==> config.mk <==
export PLATFORM = sky130hd
export DESIGN_NAME = fsm_rr_arbiter_flat
export DESIGN_NICKNAME = d
export VERILOG_FILES = /design/src/rtl/fsm_rr_arbiter_if.sv /design/src/rtl/fsm_rr_arbiter.sv /design/src/flat_wrapper.sv
export SDC_FILE = /design/constraint.sdc
export NUM_CORES = 1
export LEC_CHECK = 0
export BUFFER_PORTS_ARGS = -buffer_cell sky130_fd_sc_hd__buf_2
export CORE_UTILIZATION = 47
export DETAILED_ROUTE_END_ITERATION = 7
export PLACE_DENSITY = 0.81
export SYNTH_ARGS = -nofsm -noshare
export SYNTH_HDL_FRONTEND = slang
export SYNTH_SLANG_ARGS = --single-unit
==> constraint.sdc <==
create_clock -name clk -period 1.7 [get_ports clk]
set_input_delay 0.17 -clock clk [delete_from_list [all_inputs] [get_ports clk]]
set_output_delay 0.17 -clock clk [all_outputs]
set_load 0.005 [all_outputs]
==> src/rtl/fsm_rr_arbiter_if.sv <==
// Arbiter request/grant bundle.
// The master side (requesters) drives req/done. The slave side (the arbiter)
// drives gnt, gnt_id, busy and state.
interface fsm_rr_arbiter_if;
    logic [3:0] req;
    logic       done;
    logic [3:0] gnt;
    logic [1:0] gnt_id;
    logic       busy;
    logic [1:0] state;

    modport master (
        output req,
        output done,
        input  gnt,
        input  gnt_id,
        input  busy,
        input  state
    );

    modport slave (
        input  req,
        input  done,
        output gnt,
        output gnt_id,
        output busy,
        output state
    );
endinterface

==> src/rtl/fsm_rr_arbiter.sv <==
// Four-requester round-robin arbiter built as a Moore FSM
// (IDLE -> GRANT -> HOLD -> RELEASE).
// Optional feature: define ARB_TIMEOUT_EN to force a release after MAX_HOLD
// granted cycles. When it is undefined, a grant lasts until done is pulsed or
// req[owner] drops.
// All outputs come straight from registers. gnt and busy are precomputed from
// the next state and owner, so they always match state and gnt_id.
module fsm_rr_arbiter #(
    parameter int MAX_HOLD = 8
) (
    input  logic              clk,
    input  logic              rst_n,
    fsm_rr_arbiter_if.slave   bus
);

    typedef enum logic [1:0] {
        ST_IDLE    = 2'd0,
        ST_GRANT   = 2'd1,
        ST_HOLD    = 2'd2,
        ST_RELEASE = 2'd3
    } state_t;

    // Reject hold limits the 8-bit counter cannot represent
    if ((MAX_HOLD < 2) || (MAX_HOLD > 255)) begin : g_bad_max_hold
        $error("fsm_rr_arbiter: MAX_HOLD must be within 2..255");
    end

    // First asserted request scanning start, start+1, ... modulo 4
    function automatic logic [1:0] f_rr_pick(input logic [3:0] req_v, input logic [1:0] start);
        logic [1:0] pick;
        logic [1:0] idx;
        logic       found;
        pick  = start;
        found = 1'b0;
        for (int i = 0; i < 4; i++) begin
            idx = start + 2'(i);
            if (!found && req_v[idx]) begin
                pick  = idx;
                found = 1'b1;
            end else begin
                pick  = pick;
            end
        end
        return pick;
    endfunction

    // One-hot decode of a requester index
    function automatic logic [3:0] f_onehot(input logic [1:0] id);
        return 4'b0001 << id;
    endfunction

    state_t     r_state;
    state_t     w_state_nxt;
    logic [1:0] r_ptr;
    logic [1:0] w_ptr_nxt;
    logic [1:0] r_owner;
    logic [1:0] w_owner_nxt;
    logic [3:0] r_gnt;
    logic [3:0] w_gnt_nxt;
    logic       r_busy;
    logic       w_busy_nxt;
    logic       w_timeout;
    logic       w_owner_req;
    logic [1:0] w_win_idle;
    logic [1:0] w_win_rel;

    assign w_owner_req = bus.req[r_owner];
    assign w_win_idle  = f_rr_pick(bus.req, r_ptr);
    assign w_win_rel   = f_rr_pick(bus.req, r_owner + 2'd1);

`ifdef ARB_TIMEOUT_EN
    localparam logic [7:0] HOLD_LAST = 8'(MAX_HOLD - 1);

    logic [7:0] r_cnt;
    logic [7:0] w_cnt_nxt;

    // Timeout fires on the last permitted HOLD cycle
    always_comb begin
        w_timeout = 1'b0;
        if ((r_state == ST_HOLD) && (r_cnt == HOLD_LAST)) begin
            w_timeout = 1'b1;
        end else begin
            w_timeout = 1'b0;
        end
    end

    // Hold counter: cleared on a new grant, saturating increment while granted
    always_comb begin
        w_cnt_nxt = r_cnt;
        case (r_state)
            ST_IDLE:    w_cnt_nxt = 8'd0;
            ST_GRANT,
            ST_HOLD:    w_cnt_nxt = (r_cnt == 8'd255) ? r_cnt : (r_cnt + 8'd1);
            ST_RELEASE: w_cnt_nxt = 8'd0;
            default:    w_cnt_nxt = 8'd0;
        endcase
    end

    // Hold counter register
    always_ff @(posedge clk or negedge rst_n) begin
        if (!rst_n) begin
            r_cnt <= 8'd0;
        end else begin
            r_cnt <= w_cnt_nxt;
        end
    end
`else
    // Without the timeout option a grant is never cut short
    always_comb begin
        w_timeout = 1'b0;
    end
`endif

    // Next-state, owner and search-pointer logic
    always_comb begin
        w_state_nxt = r_state;
        w_owner_nxt = r_owner;
        w_ptr_nxt   = r_ptr;
        case (r_state)
            ST_IDLE: begin
                if (|bus.req) begin
                    w_state_nxt = ST_GRANT;
                    w_owner_nxt = w_win_idle;
                end else begin
                    w_state_nxt = ST_IDLE;
                end
            end
            ST_GRANT: begin
                if (bus.done || !w_owner_req) begin
                    w_state_nxt = ST_RELEASE;
                end else begin
                    w_state_nxt = ST_HOLD;
                end
            end
            ST_HOLD: begin
                if (bus.done || !w_owner_req || w_timeout) begin
                    w_state_nxt = ST_RELEASE;
                end else begin
                    w_state_nxt = ST_HOLD;
                end
            end
            ST_RELEASE: begin
                w_ptr_nxt = r_owner + 2'd1;
                if (|bus.req) begin
                    w_state_nxt = ST_GRANT;
                    w_owner_nxt = w_win_rel;
                end else begin
                    w_state_nxt = ST_IDLE;
                end
            end
            default: begin
                w_state_nxt = ST_IDLE;
            end
        endcase
    end

    // Grant vector for the upcoming state so the gnt register tracks state/owner
    always_comb begin
        w_gnt_nxt = 4'd0;
        if ((w_state_nxt == ST_GRANT) || (w_state_nxt == ST_HOLD)) begin
            w_gnt_nxt = f_onehot(w_owner_nxt);
        end else begin
            w_gnt_nxt = 4'd0;
        end
        w_busy_nxt = |w_gnt_nxt;
    end

    // State, owner, pointer and output registers
    always_ff @(posedge clk or negedge rst_n) begin
        if (!rst_n) begin
            r_state <= ST_IDLE;
            r_owner <= 2'd0;
            r_ptr   <= 2'd0;
            r_gnt   <= 4'd0;
            r_busy  <= 1'b0;
        end else begin
            r_state <= w_state_nxt;
            r_owner <= w_owner_nxt;
            r_ptr   <= w_ptr_nxt;
            r_gnt   <= w_gnt_nxt;
            r_busy  <= w_busy_nxt;
        end
    end

    assign bus.gnt    = r_gnt;
    assign bus.gnt_id = r_owner;
    assign bus.busy   = r_busy;
    assign bus.state  = r_state;

endmodule
==> src/flat_wrapper.sv <==
// flat-port wrapper written by rule: the top's interface ports become plain ports
module fsm_rr_arbiter_flat 
#(
    parameter int MAX_HOLD = 8
)
  (clk, rst_n, bus_req, bus_done, bus_gnt, bus_gnt_id, bus_busy, bus_state);
  fsm_rr_arbiter_if bus_i ();
  input  logic clk;
  input  logic rst_n;
  input wire logic [$bits(bus_i.req)-1:0] bus_req;
  input wire logic [$bits(bus_i.done)-1:0] bus_done;
  output wire logic [$bits(bus_i.gnt)-1:0] bus_gnt;
  output wire logic [$bits(bus_i.gnt_id)-1:0] bus_gnt_id;
  output wire logic [$bits(bus_i.busy)-1:0] bus_busy;
  output wire logic [$bits(bus_i.state)-1:0] bus_state;
  assign bus_i.req = bus_req;
  assign bus_i.done = bus_done;
  assign bus_gnt = bus_i.gnt;
  assign bus_gnt_id = bus_i.gnt_id;
  assign bus_busy = bus_i.busy;
  assign bus_state = bus_i.state;
  fsm_rr_arbiter #(.MAX_HOLD(MAX_HOLD)) u_core (.clk(clk), .rst_n(rst_n), .bus(bus_i));
endmodule
==> metrics.md, run 1 <==
| Metric | Value |
|---|---|
| Status | `finished with violations` |
| Failing checks | `negative setup slack` |
| Min Tclk post-route | `1710 ps` |
| Critical Path Max Stage Delay | `480 ps` |
| Critical path type | `flip-flop to flip-flop` |
| RSZ-0062 raised after global routing | `yes` |
| Area grow syn2layout | `23.4%` |
| Multi-input logic area | `444 um^2` |
| DIE HEIGHT | `41.9 um` |
| Routed vias/inst | `5.90` |
| Width of the die | `41.9 um` |
| Row count | `14` |
| Critical-path cell list | `inv_2 > ha_4 > inv_2 > nand2_2 > or4_4 > o311a_4 > and3_4` |
| Static Leak | `0.000427 uW` |
| Initial Utilization | `50.3%` |
| CTS Root Cell | `clkbuf_4` |
| Final period util | `100%` |
| Critical Path Stages | `7` |
| FF+latch count, synth | `11` |
| Routed wire per std cell | `about 17 um` |
| Mapped Area | `749 um^2` |
| Crit path top cell by count | `inv_2` |
| Max VDD drop | `0.00114 V` |
| FF/Latch Area | `about 280 um^2` |
| # IOs | `16` |
| Core Area | `0.00149 mm^2` |
| CP required | `1870 ps` |
| # Max-Cap Violations | `0` |
| Final Max Slew Viols | `0` |
| GP Congestion | `0.972` |
| R2R Setup Slk | `-8 ps` |
| Max Freq | `586 MHz` |
| Final hold viol count | `0` |
| Synthesis warning total | `0` |
| CTS tree | `done` |
| Drt pass-1 iters | `4` |
| Clk_skew | `2.99 ps` |
| Maximum clock path buffer count | `2` |
| Layout Nets | `between 100 and 150` |
| Vias | `~650` |
| Post-Route Setup TNS | `-12.4 ps` |
| Critical Path End Type | `flip-flop` |
| HP Class | `primary input to async pin` |
| Reg2Reg Depth | `7` |
| First-pass GRT wire length | `3130 um` |
| Die area | `0.00176 mm^2` |
| CP bufs+invs | `2` |
| R2R Path Start | `u_core.bus.state[1]` |
| Worst slew pin tran | `364 ps` |
| Detailed-placement wirelength estimate | `1290 um` |
| Syn_area_per_cell | `10.3 um^2` |
| Sequential area share after synthesis | `36.7%` |
| Layout cells sized above 1 | `between 40% and 50%` |
| Pre-CTS setup slack | `-51.9 ps` |
| Final WL | `1880 um` |
| Syn nets | `82` |
| Critical path fanouts, max | `4` |
| Yosys cell types | `37` |
| Post-Syn Instances | `73` |
| Fillers | `118` |
| Final Util | `62.1%` |
| Clock sink count | `11` |
| Antenna diodes | `0` |
| CP Launch Type | `flip-flop` |
| GRT Util Overall | `24.4%` |
| Initial antenna violation count | `0` |
| Slew headroom | `around 75%` |
| ANT nets after route | `0` |
| Endpoints failing setup | `2` |
| Number of global-route vias before repair | `660` |
| Delay-heaviest family, CP | `simple AND/OR/NAND/NOR gates` |
| Residual DRC | `0` |
| Post-route setup slack | `-7.81 ps` |
| Pwr/cell area | `2060 mW/mm^2` |
| Clk slew on worst S/H paths | `70 ps` |
| Clock buffers created by TritonCTS | `3` |
| Critical path arrival | `between 1500 and 2000 ps` |
| # H-tree levels | `1` |
| R2r endpoint | `u_core.bus.gnt[2]` |
| Latest clock arrival within the worst-skew pair | `280 ps` |
| Buffers added on ports | `15` |
| Slowest CP cell | `or4_4` |
| Largest net degree at the start of global routing | `12` |
| Total gr overflow | `0` |
| Initial DRC count | `14` |
-- worst max-delay path by stage --
stage / from / to / slack (ps)
finish: u_core.bus.state[1] / u_core.bus.gnt[2] / -8
global route: u_core.bus.state[0] / u_core.bus.gnt[3] / -70
CTS: u_core.bus.state[0] / u_core.bus.gnt[3] / -4
detailed placement: u_core.bus.state[1] / u_core.bus.gnt[2] / -50
global placement: u_core.bus.state[1] / u_core.bus.gnt[2] / -40
floorplan: u_core.bus.state[1] / u_core.bus.gnt[2] / 6
-- metal layers --
metal  up-vias  global-route usage [%]  share of wire (%)
met2        16                    43.8                 56
met4         0                    9.68                1.6
met1       325                    27.9                 40
met3         4                    5.22                2.6
li1        304                       -                  -
met5         -                       0                  0
-- state kept, by name, summed over array words and instances, names as in the netlist --
name               cells
u_core.bus.gnt_id      2
u_core.bus.gnt         4
u_core.bus.state       2
u_core.bus.busy        1
u_core.r_ptr           2
-- area by class of cell --
type | instances | area share, %
Timing Repair Buffer | 22 | 14.1
Clock buffer | 4 | 2.84
Tap cell | 16 | 2.17
Sequential cell | 11 | 29.8
Multi-Input combinational cell | 50 | 48.0
Inverter | 7 | 3.11
-- synth_stat cells --
master,instances,area [um^2]
nor4bb_1,1,10.0
or4_4,1,11.3
nand2b_1,3,18.8
mux4_2,1,22.5
nor2_2,1,6.26
a21oi_1,4,20.0
a221oi_1,1,8.76
mux2i_1,3,30.0
o311ai_1,1,8.76
nand3b_1,1,7.51
dfrtp_1,11,275
a21boi_0,1,7.51
nor3b_2,2,25.0
a31o_2,1,8.76
a21oi_2,1,8.76
o31ai_1,1,7.51
ha_1,2,25.0
and3_1,2,12.5
o221ai_1,1,8.76
nor3_1,1,5.00
inv_2,1,3.75
o22ai_1,1,6.26
o21ai_0,2,10.0
buf_6,3,33.8
o311a_4,1,21.3
buf_2,2,10.0
nor2_1,4,15.0
inv_4,1,6.26
nand2_1,5,18.8
a31oi_1,1,6.26
nor3b_1,1,7.51
a21o_1,2,15.0
o21ai_1,1,5.00
o2bb2ai_2,1,15.0
or2b_1,1,7.51
nor4_4,1,21.3
inv_1,5,18.8
-- timing repair --
item                                    4_1_cts  5_1_grt
endpoints found under the setup margin        4        5
resized for setup                             8        0
hold buffers                                  1        0
setup buffers                                 2        0
pin swaps                                     2        1
hold endpoints to repair                     11        0
-- power breakdown --
group | switching (uW) | total, uW | internal, uW | leakage, uW
Combinational | 612 | 1240 | 627 | 0.000278
Clock | 93.7 | 185 | 91.1 | 0.0000150
Sequential | 96.8 | 478 | 381 | 0.000133
-- stage by stage --
step / hold slack, ps / cell area [um^2] / instances / power, uW
4_1_cts: 263 / 925 / 110 / 1890
2_1_floorplan: -126 / 762 / 73 / 1230
6_report: 293 / 925 / 110 / 1900
5_1_grt: 308 / 925 / 110 / 2020
3_3_place_gp: 40.5 / 843 / 103 / 1500
3_5_place_dp: 50.5 / 843 / 103 / 1550
-- cell families (layout without fill, tap and decap cells) --
logic type / count (synthesis) / count (layout) / share of synthesized area [%]
compound gates: 20 / 20 / 21.0
flops: 11 / 11 / 36.7
simple gates: 24 / 24 / 22.2
mux: 4 / 4 / 7.01
buf+inv: 12 / 33 / 9.68
fa+ha+maj: 2 / 2 / 3.34
-- placed cells by master, fill, tap and decap left out, types with 2 or more instances in the layout --
| cell type | count |
|---|---|
| a21o_1 | 2 |
| a21oi_1 | 4 |
| buf_2 | 15 |
| buf_4 | 6 |
| clkbuf_4 | 3 |
| dfrtp_1 | 11 |
| inv_1 | 2 |
| inv_2 | 4 |
| mux2i_1 | 3 |
| nand2_1 | 4 |
| nand2b_1 | 3 |
| nor2_1 | 4 |
| nor3b_2 | 2 |
| o21ai_0 | 2 |
Power figures use the tool's default switching activity.
==> run 2: changes to the inputs <==
CORE_UTILIZATION = 50   (was 47)
PLACE_DENSITY = 0.82   (was 0.81)
clock period = 1.8 ns   (was 1.7 ns; I/O delays follow)
==> metrics.md, run 2 (same netlist as run 1, synthesis figures left out) <==
| Metric | Value |
|---|---|
| Status | `completed` |
| CTS Root Cell | `clkbuf_4` |
| Endpoints failing setup | `0 (-2)` |
| CP Launch Type | `flip-flop` |
| Critical path arrival | `1920 ps (+40 ps)` |
| Die area | `0.00166 mm^2 (-5.7%)` |
| Total gr overflow | `0 (unchanged)` |
| Worst slew pin tran | `335 ps (-28.3 ps)` |
| Number of global-route vias before repair | `519 (-21%)` |
| Width of the die | `40.7 um (-2.9%)` |
| GP Congestion | `0.881 (-9.4%)` |
| CTS tree | `done` |
| Pwr/cell area | `1850 mW/mm^2 (-10%)` |
| Layout Nets | `101 (-2.9%)` |
| Latest clock arrival within the worst-skew pair | `270 ps (about the same)` |
| Max reg flops | `4 (unchanged)` |
| Static Leak | `0.000413 uW (-3.1%)` |
| Maximum clock path buffer count | `2 (unchanged)` |
| # IOs | `16 (unchanged)` |
| Clk_skew | `3.32 ps (+0.328 ps)` |
| Clock sink count | `11 (unchanged)` |
| Initial antenna violation count | `0 (unchanged)` |
| HP Class | `primary input to flip-flop` |
| Drt pass-1 iters | `4 (unchanged)` |
| Layout cells sized above 1 | `42.9% (-5.0 points)` |
| # H-tree levels | `1 (unchanged)` |
| Most common cell after layout, fill and taps aside | `buf_2` |
| Routed wire per std cell | `13.6 um (-20%)` |
| Critical Path End Type | `flip-flop` |
| DIE HEIGHT | `40.7 um (-2.9%)` |
| Vias | `607 (-6.5%)` |
| Area grow syn2layout | `16.9%` |
| Initial DRC count | `22 (+8)` |
| Critical Path Source | `u_core.bus.state[1]` |
| Buffers added on ports | `15 (unchanged)` |
| Clock group share of total power | `10.1% (+0.4 points)` |
| Post-Route Setup TNS | `0 ps (+12.4 ps)` |
| Clock buffers created by TritonCTS | `3 (unchanged)` |
| Sequential Power Share | `29.3% (+4.2 points)` |
| ANT nets after route | `0 (unchanged)` |
| Final cell count without fillers | `106 (-3.6%)` |
| CP required | `2010 ps (+140 ps)` |
| # Max-Cap Violations | `0 (unchanged)` |
| Comb pwr share | `60.5% (-4.7 points)` |
| Most frequent cells in the layout | `15 x buf_2, 11 x dfrtp_1` |
| R2R Path Start | `u_core.bus.state[1]` |
| Sw frac | `41.1% (-1.1 points)` |
| GRT Util Overall | `22.0% (-2.4 points)` |
| Critical path type | `flip-flop to flip-flop` |
| Max Freq | `583 MHz (-0.49%)` |
| Initial Utilization | `55.5% (+5.2 points)` |
| Largest net degree at the start of global routing | `12 (unchanged)` |
| Final Max Slew Viols | `0 (unchanged)` |
| Antenna diodes | `0 (unchanged)` |
| Fin Hold WS | `274 ps (-19.4 ps)` |
| Core Area | `0.00135 mm^2 (-9.3%)` |
| Critical path fanouts, max | `6 (+2)` |
| Min Tclk post-route | `1720 ps (+8.44 ps)` |
| Detailed-placement wirelength estimate | `1060 um (-18%)` |
| Clk slew on worst S/H paths | `60 ps (about the same)` |
| Final WL | `1440 um (-23%)` |
| Final period util | `95.3% (-5.1 points)` |
| Residual DRC | `0 (unchanged)` |
| First-pass GRT wire length | `2290 um (-27%)` |
| Fillers | `103 (-13%)` |
| Switching power | `664 uW (-17%)` |
| Routed vias/inst | `5.73 (-2.9%)` |
| Final hold viol count | `0 (unchanged)` |
| Total power | `1620 uW (-15%)` |
| Hold path start | `bus_done` |
| Row count | `13 (-1)` |
| Max VDD drop | `0.00114 V (+0.12%)` |
| Internal power | `952 uW (-13%)` |
| Placed cell count | `99 (-3.9%)` |
| Slew headroom | `77.3% (+1.9 points)` |
[run 2: cell types whose count changed in the layout (fill, tap and decap cells not counted)]
cell and change:
and3_4 -1, o31ai_1 +1, buf_4 -3, and3_1 +1, o31ai_4 -1, nor4bb_2 -1, nor4bb_1 +1
[run 2: per-stage QoR]
stage	area (um^2)	utilization (%)	setup WS, ps
after global routing	876	64.9	-6.56
after global placement	820	60.7	79.2
after floorplan	762	-	87.5
after detailed placement	820	60.7	28.0
final	876	64.9	83.7
after CTS	856	63.4	17.8
[run 2: critical path, cell delays in order, from the launching register on]
cell and delay [ps]:
dfrtp_1 400, inv_2 80, ha_4 220, inv_2 60, nand2_2 50, or4_4 480, o311a_4 160, inv_4 70
and3_1 130
[run 2: final timing paths]
path	endpoint	slack, ps	depth (start not counted)
hold reg to reg	u_core.r_ptr[0]	630	2
setup / recovery	u_core.bus.gnt[3]	80	8
min in group asynchronous	u_core.bus.gnt[1]	300	2
hold / removal	u_core.bus.busy	270	3
setup reg to reg	u_core.bus.gnt[3]	80	8
max in group asynchronous	u_core.r_ptr[1]	1310	2
[run 2: final cells by class]
class	instances	area (um^2)	share of cell area (%)
multi-input cells	50	419	47.9
flip-flops and latches	11	275	31.4
repair buffers	19	108	12.3
inverters	7	28.8	3.29
clock buffers	4	26.3	3.00
well taps	15	18.8	2.14
[run 2: repair_timing]
item / 4_1_cts / 5_1_grt
setup endpoints to repair: 0 / 4
hold endpoints to repair: 11 / 0
buffers inserted: 0 / 2
resized for setup: 0 / 5
hold buffers: 1 / 0
[run 2: power groups by stage]
| stage | sequential, uW | combinational, uW | clock [uW] |
|---|---|---|---|
| 6_report | 474 | 979 | 164 |
| 5_1_grt | 492 | 1070 | 183 |
| 4_1_cts | 466 | 892 | 172 |
| 3_5_place_dp | 471 | 887 | 0 |
| 3_3_place_gp | 467 | 874 | 0 |
| 2_1_floorplan | 436 | 724 | 0 |
[run 2: metal layers]
metal	up-vias	routed length, um	global-route usage, %
li1	298	-	-
met1	291	648	27.0
met2	16	730	34.9
met3	2	57	8.70
met4	0	8	7.50
met5	-	0	0
